### config.mk
export PLATFORM = sky130hd
export DESIGN_NAME = sseg_scan_mux
export DESIGN_NICKNAME = d
export VERILOG_FILES = /design/src/rtl/sseg_pkg.sv /design/src/rtl/sseg_scan_timer.sv /design/src/rtl/sseg_scan_mux.sv
export SDC_FILE = /design/constraint.sdc
export NUM_CORES = 1
export LEC_CHECK = 0
export ABC_CLOCK_PERIOD_IN_PS = 2600
export CAP_MARGIN = 20
export CORE_ASPECT_RATIO = 2
export CORE_MARGIN = 5
export CORE_UTILIZATION = 40
export CTS_BUF_LIST = sky130_fd_sc_hd__clkbuf_4 sky130_fd_sc_hd__clkbuf_8
export DETAILED_ROUTE_END_ITERATION = 10
export PLACE_DENSITY = 0.78
export SYNTH_ARGS = -nofsm -noshare
export SYNTH_HDL_FRONTEND = slang
export SYNTH_SLANG_ARGS = --single-unit
### constraint.sdc
create_clock -name clk -period 2.6 [get_ports clk]
set_clock_uncertainty 0.15 [all_clocks]
set_input_delay 0.52 -clock clk [delete_from_list [all_inputs] [get_ports clk]]
set_output_delay 0.52 -clock clk [all_outputs]
set_load 0.1 [all_outputs]
### src/rtl/sseg_pkg.sv
// Shared constants and types for the multiplexed 7-segment display driver.
// Segment patterns are active-low: bit7 = dp, bits6:0 = g..a.
package sseg_pkg;

    localparam int          NUM_DIGITS = 4;
    localparam logic [7:0]  SEG_OFF    = 8'hFF;
    localparam logic [7:0]  SEG_ZERO   = 8'hC0;
    localparam logic [3:0]  AN_OFF     = 4'b1111;

    typedef logic [7:0] seg_t;

    // Active-low one-cold digit enable for the given digit index.
    function automatic logic [3:0] an_for(input logic [1:0] idx);
        return ~(4'b0001 << idx);
    endfunction

endpackage

### src/rtl/sseg_scan_timer.sv
// Slot timer for the display scan: counts cycles within a digit slot and
// steps the active digit index at the end of each slot.
module sseg_scan_timer
    import sseg_pkg::*;
#(
    parameter int DIGIT_CYCLES = 50000,
    parameter int BLANK_CYCLES = 500
) (
    input  logic       clk,
    input  logic       rst_n,
    output logic [1:0] idx,
    output logic       latch,
    output logic       show,
    output logic       wrap
);

    localparam int             CW        = $clog2(DIGIT_CYCLES);
    localparam logic [CW-1:0]  CNT_LAST  = CW'(DIGIT_CYCLES - 1);

    logic [CW-1:0] cnt;
    logic          slot_end;

    assign slot_end = (cnt == CNT_LAST);
    assign latch    = (cnt == '0);
    assign wrap     = slot_end && (idx == 2'd3);

    // Without a blanking interval the whole slot is visible; this avoids an
    // always-true compare against zero.
    generate
        if (BLANK_CYCLES == 0) begin : g_no_blank
            assign show = 1'b1;
        end else begin : g_blank
            localparam logic [CW-1:0] CNT_BLANK = CW'(BLANK_CYCLES);
            assign show = (cnt >= CNT_BLANK);
        end
    endgenerate

    // Slot counter and digit index; index wraps 3->0 naturally in 2 bits.
    always_ff @(posedge clk or negedge rst_n) begin
        if (!rst_n) begin
            cnt <= '0;
            idx <= 2'd0;
        end else if (slot_end) begin
            cnt <= '0;
            idx <= idx + 2'd1;
        end else begin
            cnt <= cnt + 1'b1;
        end
    end

endmodule

### src/rtl/sseg_scan_mux.sv
// Time-multiplexes four active-low 7-segment patterns onto a shared segment
// bus with per-slot blanking against ghosting, per-digit masking and a frame
// strobe. Optional leading-zero suppression is built when SSEG_LZ_BLANK_EN
// is defined.
module sseg_scan_mux
    import sseg_pkg::*;
#(
    parameter int DIGIT_CYCLES = 50000,
    parameter int BLANK_CYCLES = 500
) (
    input  logic       clk,
    input  logic       rst_n,
    input  logic       en,
    input  logic [3:0] blank_mask,
    input  logic [7:0] hex3,
    input  logic [7:0] hex2,
    input  logic [7:0] hex1,
    input  logic [7:0] hex0,
    output logic [3:0] an,
    output logic [7:0] sseg,
    output logic       frame_tick
);

    logic [1:0] idx;
    logic       latch;
    logic       show;
    logic       wrap;

    sseg_scan_timer #(
        .DIGIT_CYCLES (DIGIT_CYCLES),
        .BLANK_CYCLES (BLANK_CYCLES)
    ) u_timer (
        .clk   (clk),
        .rst_n (rst_n),
        .idx   (idx),
        .latch (latch),
        .show  (show),
        .wrap  (wrap)
    );

    logic [NUM_DIGITS-1:0][7:0] hex_bus;
    seg_t                       live_pat;
    seg_t                       pat_q;
    seg_t                       cur_pat;
    logic                       cur_sup;
    logic                       show_on;

    assign hex_bus  = {hex3, hex2, hex1, hex0};
    assign live_pat = hex_bus[idx];
    // On the latch cycle the register is still loading, so use the live
    // pattern; this matters when the slot has no blanking interval.
    assign cur_pat  = latch ? live_pat : pat_q;

    // Capture the active digit's pattern once at the start of its slot.
    always_ff @(posedge clk or negedge rst_n) begin
        if (!rst_n) begin
            pat_q <= SEG_OFF;
        end else if (latch) begin
            pat_q <= live_pat;
        end
    end

`ifdef SSEG_LZ_BLANK_EN
    logic [NUM_DIGITS-1:0] is_zero;
    logic                  lz_live;
    logic                  lz_q;

    genvar gi;
    generate
        for (gi = 0; gi < NUM_DIGITS; gi++) begin : g_zero
            assign is_zero[gi] = (hex_bus[gi] == SEG_ZERO);
        end
    endgenerate

    // Digit is a leading zero if it and every higher digit read zero;
    // digit 0 always stays visible.
    always_comb begin
        lz_live = (idx != 2'd0);
        for (int i = 1; i < NUM_DIGITS; i++) begin
            if ((2'(i) >= idx) && !is_zero[i]) begin
                lz_live = 1'b0;
            end
        end
    end

    // Suppression flag travels with the latched pattern for the whole slot.
    always_ff @(posedge clk or negedge rst_n) begin
        if (!rst_n) begin
            lz_q <= 1'b0;
        end else if (latch) begin
            lz_q <= lz_live;
        end
    end

    assign cur_sup = latch ? lz_live : lz_q;
`else
    assign cur_sup = 1'b0;
`endif

    assign show_on = show && en && !blank_mask[idx] && !cur_sup;

    // Registered pin drivers and frame strobe.
    always_ff @(posedge clk or negedge rst_n) begin
        if (!rst_n) begin
            an         <= AN_OFF;
            sseg       <= SEG_OFF;
            frame_tick <= 1'b0;
        end else begin
            an         <= show_on ? an_for(idx) : AN_OFF;
            sseg       <= show_on ? cur_pat : SEG_OFF;
            frame_tick <= wrap;
        end
    end

endmodule

; Word level (Yosys, flattened, before mapping)
; Cells that the tools add are included.
[op_classes]
add_sub_neg = 2
order_cmp = 2
n_eq_ne = 2
shifts = 1
muxes = 8
n_bitwise = 1
n_reduce_logical = 5
[op_table]
columns = op, count
row1 = 2-to-1 mux 8 bit, 3
row2 = adder 16 x 1 -> 16 bit (second input constant), 1
row3 = binary-select mux 8 bit (select 2 bit), 1
row4 = == test 16 bit (second input constant), 1
row5 = greater-or-equal comparator 16 x 9 -> 1 bit (second input constant), 1
row6 = zero test 16 bit, 1
row7 = 2-to-1 mux 16 bit, 1
row8 = 2-to-1 mux 4 bit, 1
row9 = inverter 4 bit, 1
row10 = left shift 1 x 2 -> 4 bit (first input constant), 1
row11 = logical AND 1 bit, 3
row12 = less-than comparator 2 x 3 -> 1 bit (second input constant), 1
row13 = adder 2 x 1 -> 2 bit (second input constant), 1
row14 = binary-select mux 1 bit (select 2 bit), 1
row15 = == test 2 bit (second input constant), 1
row16 = zero test 1 bit, 1
row17 = 2-to-1 mux 1 bit, 1
[word_totals]
ff_bits = 39
inputBits = 39
wordCells = 27

; Longest topological paths before layout
; Gate-level depths: netlist (run 1).
[depth]
depth_word = 5
depth_mapped = 6
depth_no_buf = 6

; By module
; A second synthesis (run 1) with hierarchy kept.
[hier_totals]
hier_cells = 194
hier_area_um2 = 2037.0
[by_module_without_submodules]
columns = mod, n_inst, cells_each, area_per_inst_um2
row1 = sseg_scan_mux, 1, 107, 1113.6
row2 = sseg_scan_timer, 1, 87, 923.4

; Worst setup path after synthesis (run 1)
; Ideal clock, no wire load.
[synth_timing]
kind = flip-flop to flip-flop
startpoint = register u_timer.idx[0]
endpoint = register sseg[0]
setup_time_ns = 0.103
t_arrival_ns = 1.583
slack_ns = 0.764
path_stages_with_launch = 5
n_path_buf = 1
synth_period_minus_slack_ns = 1.836
path_cell_list = dfrtp_1 buf_2 mux4_2 mux2_2 nand4bb_1
[synth_rtl]
columns = element, line
row1 = from (decl), sseg_scan_timer.sv:11  ; output logic [1:0] idx,
row2 = from (signal assigned), sseg_scan_timer.sv:45  ; idx <= idx + 2'd1;
row3 = binary-select mux 8 bit (select 2 bit), sseg_scan_mux.sv:49  ; assign live_pat = hex_bus[idx];
row4 = 2-to-1 mux 8 bit (implied by the code), sseg_scan_mux.sv:49
row5 = 2-to-1 mux 8 bit, -
row6 = named net cur_pat[0], sseg_scan_mux.sv:44  ; seg_t cur_pat;
row7 = 2-to-1 mux 8 bit, sseg_scan_mux.sv:110  ; sseg <= show_on ? cur_pat : SEG_OFF;
row8 = to (signal assigned), sseg_scan_mux.sv:110
row9 = to (decl), sseg_scan_mux.sv:20  ; output logic [7:0] sseg,
; The timed path passes the listed nets, and every way through them passes these cells. The select of a mux whose other input is x is not followed.
; A chain may end at the register's enable or synchronous reset.

; Final worst setup path (run 1)
[layout_timing]
startpoint = register u_timer.cnt[0]
endpoint = register sseg[2]
[layout_rtl]
columns = element, line
row1 = from (decl), sseg_scan_timer.sv:20  ; logic [CW-1:0] cnt;
row2 = from (signal assigned), sseg_scan_timer.sv:47  ; cnt <= cnt + 1'b1;
row3 = zero test 16 bit, sseg_scan_timer.sv:24  ; assign latch = (cnt == '0);
row4 = 2-to-1 mux 8 bit, -
row5 = named net cur_pat[2], sseg_scan_mux.sv:44
row6 = 2-to-1 mux 8 bit, sseg_scan_mux.sv:110
; The timed path passes the listed nets, and every way through them passes these cells.

==> results of run 1 <==
[flip-flops by register name, indices dropped and copies added (netlist names)]
signal	count
u_timer.cnt	16
pat_q	8
sseg	8
an	4
u_timer.idx	2
frame_tick	1
[worst max-delay path by stage]
stage	from	end
5_1_grt	u_timer.cnt[0]	sseg[2]
3_5_place_dp	hex3[2]	sseg[2]
2_1_floorplan	u_timer.idx[0]	sseg[0]
6_report	u_timer.cnt[0]	sseg[2]
4_1_cts	u_timer.cnt[0]	sseg[2]
3_3_place_gp	hex3[1]	sseg[1]
[Yosys cell counts (2+ instances only)]
| master | n | area share |
|---|---|---|
| dfstp_2 | 20 | 0.27 |
| dfrtp_1 | 19 | 0.24 |
| nand2_1 | 10 | 0.019 |
| mux2_2 | 9 | 0.052 |
| mux4_2 | 9 | 0.10 |
| nor2_1 | 9 | 0.017 |
| nand4bb_1 | 8 | 0.046 |
| xnor2_1 | 8 | 0.036 |
| nand3_1 | 7 | 0.018 |
| xor2_1 | 7 | 0.031 |
| ha_1 | 6 | 0.038 |
| nand4_1 | 5 | 0.016 |
| nor4_1 | 5 | 0.016 |
| inv_1 | 4 | 0.0077 |
| nor3_1 | 4 | 0.010 |
| buf_2 | 2 | 0.0051 |
| clkbuf_1 | 2 | 0.0038 |
[stage by stage]
stage | util | hold slack, ps | cells
4_1_cts | 0.548 | 394 | 262
6_report | 0.548 | 388 | 262
2_1_floorplan | - | 74.4 | 148
3_3_place_gp | 0.520 | 365 | 254
5_1_grt | 0.548 | 404 | 262
3_5_place_dp | 0.520 | 384 | 254
[report_power, final]
part / switching, W / leakage (nW) / internal, W
clock: 0.000204 / 0.0688 / 0.000394
sequential: 0.00000146 / 0.461 / 0.000619
combinational: 0.0000289 / 0.514 / 0.0000681
[kinds of logic after synthesis]
group                      after synthesis
adders and majority gates                6
xor gates and xnor gates                15
and+or+nand+nor                         58
AOI/OAI and AO/OA                        2
buffers and inverters                   10
DFF                                     39
muxes                                   18
[layout make-up]
class | instances | area, sq um
Timing Repair Buffer | 55 | 508
Inverter | 4 | 15.0
Multi-Input combinational cell | 99 | 911
Fill cell | 409 | 2180
Tap cell | 57 | 71.3
Clock inverter | 2 | 60.1
Sequential cell | 39 | 1000
Clock buffer | 6 | 76.3
[layer usage]
layer  track usage  wire length, microns  up-vias
met5             0                     0        -
met4        0.0745                   130        0
met3        0.0379                   275        9
met2         0.282                  2650       39
met1         0.143                  1420      707
li1              -                     -      651
==> metrics.txt, run 1 <==
synthesized instance count 148; Rel. slew slack 0.634; GPL Wtd Cong 0.805; Synth Area in Simple Gates 0.198; Via density 5.37; chip width 59.5 microns; RSZ-0062 raised after global routing false; top_reg_cell synth dfstp_2; worst slew pin tran 549 ps; xor and xnor area share after synthesis 0.0670; ANT nets after route 0; Tmin final 2030 ps; Seq cells post-synth 39; vias 1,406; Longest Clk Path Bufs 2; sequential area share after synthesis 0.511; post-route total power 0.00132 W; # Post-CTS Setup Buffers 0; WL/cell 17.1 microns; R2R depth 6; Initial Utilization 0.407; multiplexer area fraction after synthesis 0.155; worst ir drop on vdd 0.000457 V; post-cts hold buffer count 0; vias in the first global route 1,490; proportion of layout cells with a drive suffix above 1 0.337; dpl ws 458 ps; syn_area_per_cell 13.2 sq um; Total Wirelength 4480 microns; Async S/R FF share, synth 1.00; slowest stage cell, crit path dfrtp_1; # resized after CTS 0; final instance area 2640 sq um; count of final setup violators 0; syn nets 193; pin count of the biggest net entering global routing 40; most common cell after layout, fill and taps aside clkdlybuf4s50_1; Final WS setup 568 ps; reg2reg setup slack 570 ps; Synth-to-Final Area Change 34.8%; Final Hold Viols 0; max cap viols 0; crit share post-route 0.781; row count 36; most frequent cells in the layout 38 x clkdlybuf4s50_1, 20 x dfstp_2, 19 x dfrtp_1; hold depth 1; I/O pins 52; Leak Pwr 1.04 nW; Crit Path Category reg2reg; stages on the worst setup path 6; CTS Root Cell clkbuf_8; max incr delay on CP 440 ps; Layout Nets 249; Critical Path AT 2090 ps; Fin Setup TNS 0 ps; Die ar. 6490 sq um; area share of fa/ha/maj cells after synthesis 0.0383; cell area after synthesis 1960 sq um; Hold Path End u_timer.cnt[7]; yosys warns 0; latest clock arrival within the worst-skew pair 290 ps; Hold Path Class reg2reg; DP Area 2510 sq um; Fmax 492 MHz; largest fanout on the critical path 8; port bufs 51; ant diodes 0; PwrDens 498 nW/um^2; gr ovfl total 0; sinks on the clock net 39; DRT iter0 DRCs 39; H-tree Lvls 2; DR pass1 iterations 4; Crit path buffers/inverters 1; CP Cell Sequence inv_1, ha_1, nor4b_2, nand4_2, mux2_2, nand4bb_1; first-pass GRT wire length 7210 microns; Unique masters post-synth 31; Compound-Gate Fraction of Synth Area 0.00638; Worst Hold Launch u_timer.cnt[7]; core area 4820 sq um; number of flops mapped to enable cells by yosys 0; DRC violations left 0; Worst-path clk slew 80 ps; Worst setup SP type flop; CTS tree built; HPWL Detailed 3440 microns; main combinational cell family by area after synthesis simple AND/OR/NAND/NOR gates; pins over their slew limit 0; outcome complete, no violations; GRT Total Usage 0.150; reg-to-reg endpoint sseg[2]; Reg-to-Reg Start u_timer.cnt[0]; CP delay by family, top simple AND/OR/NAND/NOR gates; Die H 109 microns; Inserted Clock Buffers 5; Critical Path Sink Type flop; WP data required 2660 ps; initial antenna violation count 0
Note: power is estimated with default switching activity, not from simulation.
==> inputs of run 2 (changes only) <==
--- a/config.mk
+++ b/config.mk
@@ -5,7 +5,7 @@
 export SDC_FILE = /design/constraint.sdc
 export NUM_CORES = 1
 export LEC_CHECK = 0
-export ABC_CLOCK_PERIOD_IN_PS = 2600
+export ABC_CLOCK_PERIOD_IN_PS = 1900
 export CAP_MARGIN = 20
 export CORE_ASPECT_RATIO = 2
 export CORE_MARGIN = 5
==> constraint.sdc (replaced) <==
create_clock -name clk -period 1.9 [get_ports clk]
set_clock_uncertainty 0.15 [all_clocks]
set_input_delay 0.38 -clock clk [delete_from_list [all_inputs] [get_ports clk]]
set_output_delay 0.38 -clock clk [all_outputs]
set_load 0.1 [all_outputs]
==> run 2 against run 1 <==
Against the previous run:
- clock power increased by 36%
- sequential power increased by 37%
- via count increased by 8.2%
- die area unchanged
- sequential share of layout area decreased by 5.0 points
- wire length increased by 5.1%
- highest routed layer unchanged
- register-to-register slack got worse by 510 ps
- critical path type unchanged
- combinational power increased by 42%
- setup slack got worse by 510 ps
- utilization increased by 8.3 points
- non-clock buffer count increased by 23
- clock-buffer cell count unchanged
==> metrics.txt, run 2 (synthesized netlist as in run 1, its figures left out) <==
gr ovfl total 0 (unchanged); Inserted Clock Buffers 5 (unchanged); Reg-to-Reg Start u_timer.cnt[12] (was u_timer.cnt[0]); Leak Pwr 1.27 nW (was 1.04 nW); worst slew pin tran 451 ps (was 549 ps); R2R depth 5 (was 6); port bufs 51 (unchanged); Tmin final 1840 ps (was 2030 ps); initial antenna violation count 0 (unchanged); GRT Total Usage 0.156 (was 0.150); RSZ-0062 raised after global routing true (was false); Initial Utilization 0.407 (unchanged); DR pass1 iterations 4 (unchanged); outcome complete, no violations (unchanged); CTS Root Cell clkbuf_8 (unchanged); Crit path buffers/inverters 1 (unchanged); Worst path most repeated cell nor4_4; ant diodes 0 (unchanged); core area 4820 sq um (unchanged); pins over their slew limit 0 (unchanged); pin count of the biggest net entering global routing 40 (unchanged); Rel. slew slack 0.700 (was 0.634); final instance area 3040 sq um (was 2640 sq um); register with the most flip-flops u_timer.cnt (unchanged); vias in the first global route 1,573 (was 1,490); Layout Nets 272 (was 249); first-pass GRT wire length 7290 microns (was 7210 microns); Worst setup SP type flop (unchanged); GPL Wtd Cong 0.751 (was 0.805); Synth-to-Final Area Change 55.1% (was 34.8%); ANT nets after route 0 (unchanged); Top Registers u_timer.cnt x16, pat_q x8, sseg x8 (unchanged); crit share post-route 0.968 (was 0.781); CP Cell Sequence nor4_4, buf_4, nand2_2, nor4_4, mux2_2 (was inv_1, ha_1, nor4b_2, nand4_2, mux2_2, nand4bb_1); reg-to-reg endpoint u_timer.idx[1] (was sseg[2]); row count 36 (unchanged); dpl ws -104 ps (was 458 ps); I/O pins 52 (unchanged); Final WS setup 61.4 ps (was 568 ps); Worst-path clk slew 70 ps (was 80 ps); most common cell after layout, fill and taps aside clkdlybuf4s50_1 (unchanged); Die H 109 microns (unchanged); Fmax 544 MHz (was 492 MHz); Crit Path Category reg2reg (unchanged); max cap viols 0 (unchanged); count of final setup violators 0 (unchanged); WP data required 1930 ps (was 2660 ps); DRC violations left 0 (unchanged); most frequent cells in the layout 38 x clkdlybuf4s50_1, 24 x buf_4, 20 x dfstp_2 (was 38 x clkdlybuf4s50_1, 20 x dfstp_2, 19 x dfrtp_1); max incr delay on CP 410 ps (was 440 ps); Critical Path Sink Type flop (unchanged); reg2reg setup slack 60 ps (was 570 ps); max FFs per register 16 (unchanged); Via density 5.34 (was 5.37); Longest Clk Path Bufs 2 (unchanged); Final Hold Viols 0 (unchanged); proportion of layout cells with a drive suffix above 1 0.421 (was 0.337); CP delay by family, top simple AND/OR/NAND/NOR gates (unchanged); slowest stage cell, crit path dfrtp_1 (unchanged); largest fanout on the critical path 2 (was 8); DP Area 2850 sq um (was 2510 sq um); Die ar. 6490 sq um (unchanged); DRT iter0 DRCs 47 (was 39); Total Wirelength 4710 microns (was 4480 microns); WL/cell 16.5 microns (was 17.1 microns); CTS tree built (unchanged); worst ir drop on vdd 0.000564 V (was 0.000457 V); PwrDens 591 nW/um^2 (was 498 nW/um^2); sinks on the clock net 39 (unchanged); vias 1,521 (was 1,406); latest clock arrival within the worst-skew pair 290 ps (about the same); HPWL Detailed 3690 microns (was 3440 microns); Critical Path AT 1860 ps (was 2090 ps); H-tree Lvls 2 (unchanged); post-layout util 0.631 (was 0.548); chip width 59.5 microns (unchanged); Hold Path Class in2async (was reg2reg)
==> run 2: power by group <==
group | total (W) | switching (W) | internal, W
Combinational | 0.000138 | 0.0000385 | 0.0000997
Clock | 0.000811 | 0.000272 | 0.000539
Sequential | 0.000848 | 0.00000181 | 0.000847
Total | 0.00180 | 0.000313 | 0.00148
==> run 2: timing repair <==
action | 4_1_cts | 5_1_grt
endpoints found under the setup margin | 2 | 19
gates resized for setup | 1 | 6
buffers inserted | 0 | 2
pin swaps | 0 | 9
hold buffers | 0 | 0
==> run 2: worst max-delay path by stage <==
| stage | startpoint | to | slack, ps | cells after the start |
|---|---|---|---|---|
| finish | u_timer.cnt[12] | u_timer.idx[1] | 60 | 5 |
| CTS | u_timer.cnt[10] | u_timer.idx[1] | 10 | 4 |
| floorplan | u_timer.idx[0] | sseg[0] | 60 | 4 |
| global placement | hex3[7] | sseg[7] | -60 | 4 |
| global route | u_timer.cnt[4] | u_timer.cnt[14] | -8 | 5 |
| detailed placement | hex2[4] | sseg[4] | -100 | 4 |
==> run 2: layout make-up <==
cell class	instances	area [sq um]
Fill cell	338	1780
Sequential cell	39	1000
Multi-Input combinational cell	99	946
Timing Repair Buffer	78	872
Clock buffer	6	76.3
Tap cell	57	71.3
Clock inverter	2	60.1
Inverter	4	15.0
==> run 2: through the flow <==
step / instances / hold WS, ps / TNS [ps] / total power, W
finish: 285 / 322 / 0 / 0.00180
global route: 285 / 347 / -15.6 / 0.00185
CTS: 283 / 333 / 0 / 0.00181
detailed placement: 275 / 398 / -734 / 0.00100
global placement: 275 / 386 / -394 / 0.000998
floorplan: 148 / -65.6 / 0 / 0.000892
==> run 2: layer usage <==
metal | up-vias | global-route usage | part of all wire | wire, microns
met1 | 766 | 0.136 | 0.31 | 1480
li1 | 699 | - | - | -
met5 | - | 0 | 0 | 0
met3 | 6 | 0.0391 | 0.063 | 295
met2 | 50 | 0.310 | 0.60 | 2830
met4 | 0 | 0.0713 | 0.022 | 104
==> inputs of run 3 (changes only) <==
--- a/config.mk
+++ b/config.mk
@@ -16,3 +16,4 @@
 export SYNTH_ARGS = -nofsm -noshare
 export SYNTH_HDL_FRONTEND = slang
 export SYNTH_SLANG_ARGS = --single-unit
+export TNS_END_PERCENT = 50
==> results of run 3 <==
Final layout, timing and power as in run 2 (identical DEF).
==> patch (config.mk and constraints of run 3) <==
Build with the macro `SSEG_LZ_BLANK_EN` defined.
--- a/src/rtl/sseg_scan_mux.sv
+++ b/src/rtl/sseg_scan_mux.sv
@@ -2,6 +2,8 @@
 // bus with per-slot blanking against ghosting, per-digit masking and a frame
 // strobe. Optional leading-zero suppression is built when SSEG_LZ_BLANK_EN
 // is defined.
+`define SSEG_LZ_BLANK_EN
+
 module sseg_scan_mux
     import sseg_pkg::*;
 #(
Check against the original RTL: no difference found for any inputs over 10 cycles, from zero or initial values and one cycle with rst_n low; that may be too few to reach the edited logic, so the function may still have changed.
==> patch against run 3 <==
  * Cell area rose by 2.7%
  * Sequential power up 2.9%
  * Hold slack improved by 0.065 ns
  * Wire length grew 13%
  * Worst setup slack worse by 0.053 ns
  * Sequential share of layout area about the same
  * Power down 1.2%
  * Synthesized area is 4.3% higher
  * First-iteration DRC count grew 15%
  * Sequential cell count rose by 1
  * Highest routed layer unchanged
==> patch: results <==
set metrics [dict create \
    synth-seq-cells 40 \
    status "complete, no violations" \
    leakage_uw 0.001269 \
    startpoint "hex1[1]" \
    holdWs_ns 0.3867 \
    dpl_worst_slack_ns -0.2958 \
    syn_inst 170 \
    switching_share_pct 19.57 \
    ys_top_cells_by_area "dfstp_2 26%, dfrtp_1 24%, mux4_2 9.9%" \
    wl_per_cell_um 17.77 \
    nNonClkInverters 14 \
    place_area_um2 2854 \
    multi_input_cells 111 \
    grt_max_degree 41 \
    nClkBuffers 7 \
    grtUsageMet1_pct 18.67 \
    clkCellAreaFrac_pct 4.045 \
    drive_gt1_share_pct 36.51 \
    nets 285 \
    reg2reg_to "sseg[6]" \
    grt_usage_pct 15.32 \
    grt_pass1_wl_mm 7.831 \
    gp_congestion 0.8429 \
    syn_to_final_growth_pct 52.82 \
    synth-seq-area-share_pct 50.18 \
    timing.rr.start "u_timer.cnt[0]" \
]
-- patch: cell count changes in the layout (fill, tap and decap cells not counted), moves of 3 or more --
| cell | change |
|---|---|
| nand4bb_1 | -8 |
| buf_4 | -12 |
| mux2i_4 | +4 |
| nand2_1 | +8 |
| nor4b_1 | +3 |
| xor2_1 | -4 |
| inv_1 | +10 |
| mux2_2 | -8 |
-- patch: power by group through the flow --
| stage | clock (uW) | combinational, uW | sequential (uW) |
|---|---|---|---|
| 2_1_floorplan | 0 | 28.3 | 884 |
| 3_3_place_gp | 0 | 135 | 884 |
| 3_5_place_dp | 0 | 139 | 884 |
| 4_1_cts | 762 | 143 | 870 |
| 5_1_grt | 804 | 161 | 873 |
| 6_report | 754 | 150 | 873 |
-- patch: logic make-up (layout without fill, tap and decap cells) --
kind of cell    count (synthesis)  in the layout  share of synthesized area [%]
xor+xnor                       13             13                          5.569
mux                            19             19                          15.12
compound gates                  8              8                          2.693
fa+ha+maj                       6              6                          3.672
flops                          40             40                          50.18
buf+inv                        19             90                          3.733
simple gates                   65             65                          19.03
-- patch: worst max path at each step --
stage	end	slack, ns	depth (start not counted)
after floorplan	u_timer.idx[1]	0.0002	4
after global placement	lz_q	-0.17	5
after detailed placement	lz_q	-0.30	5
after CTS	an[3]	0.0006	5
after global routing	sseg[6]	-0.03	6
final	lz_q	0.009	5
-- patch: repair_timing --
| item | in CTS | in global routing |
|---|---|---|
| hold buffers | 1 | 0 |
| endpoints found under the setup margin | 14 | 27 |
| resized for setup | 3 | 20 |
| pin swaps | 1 | 0 |
| gates cloned | 0 | 1 |
| endpoints found under the hold margin | 20 | 0 |
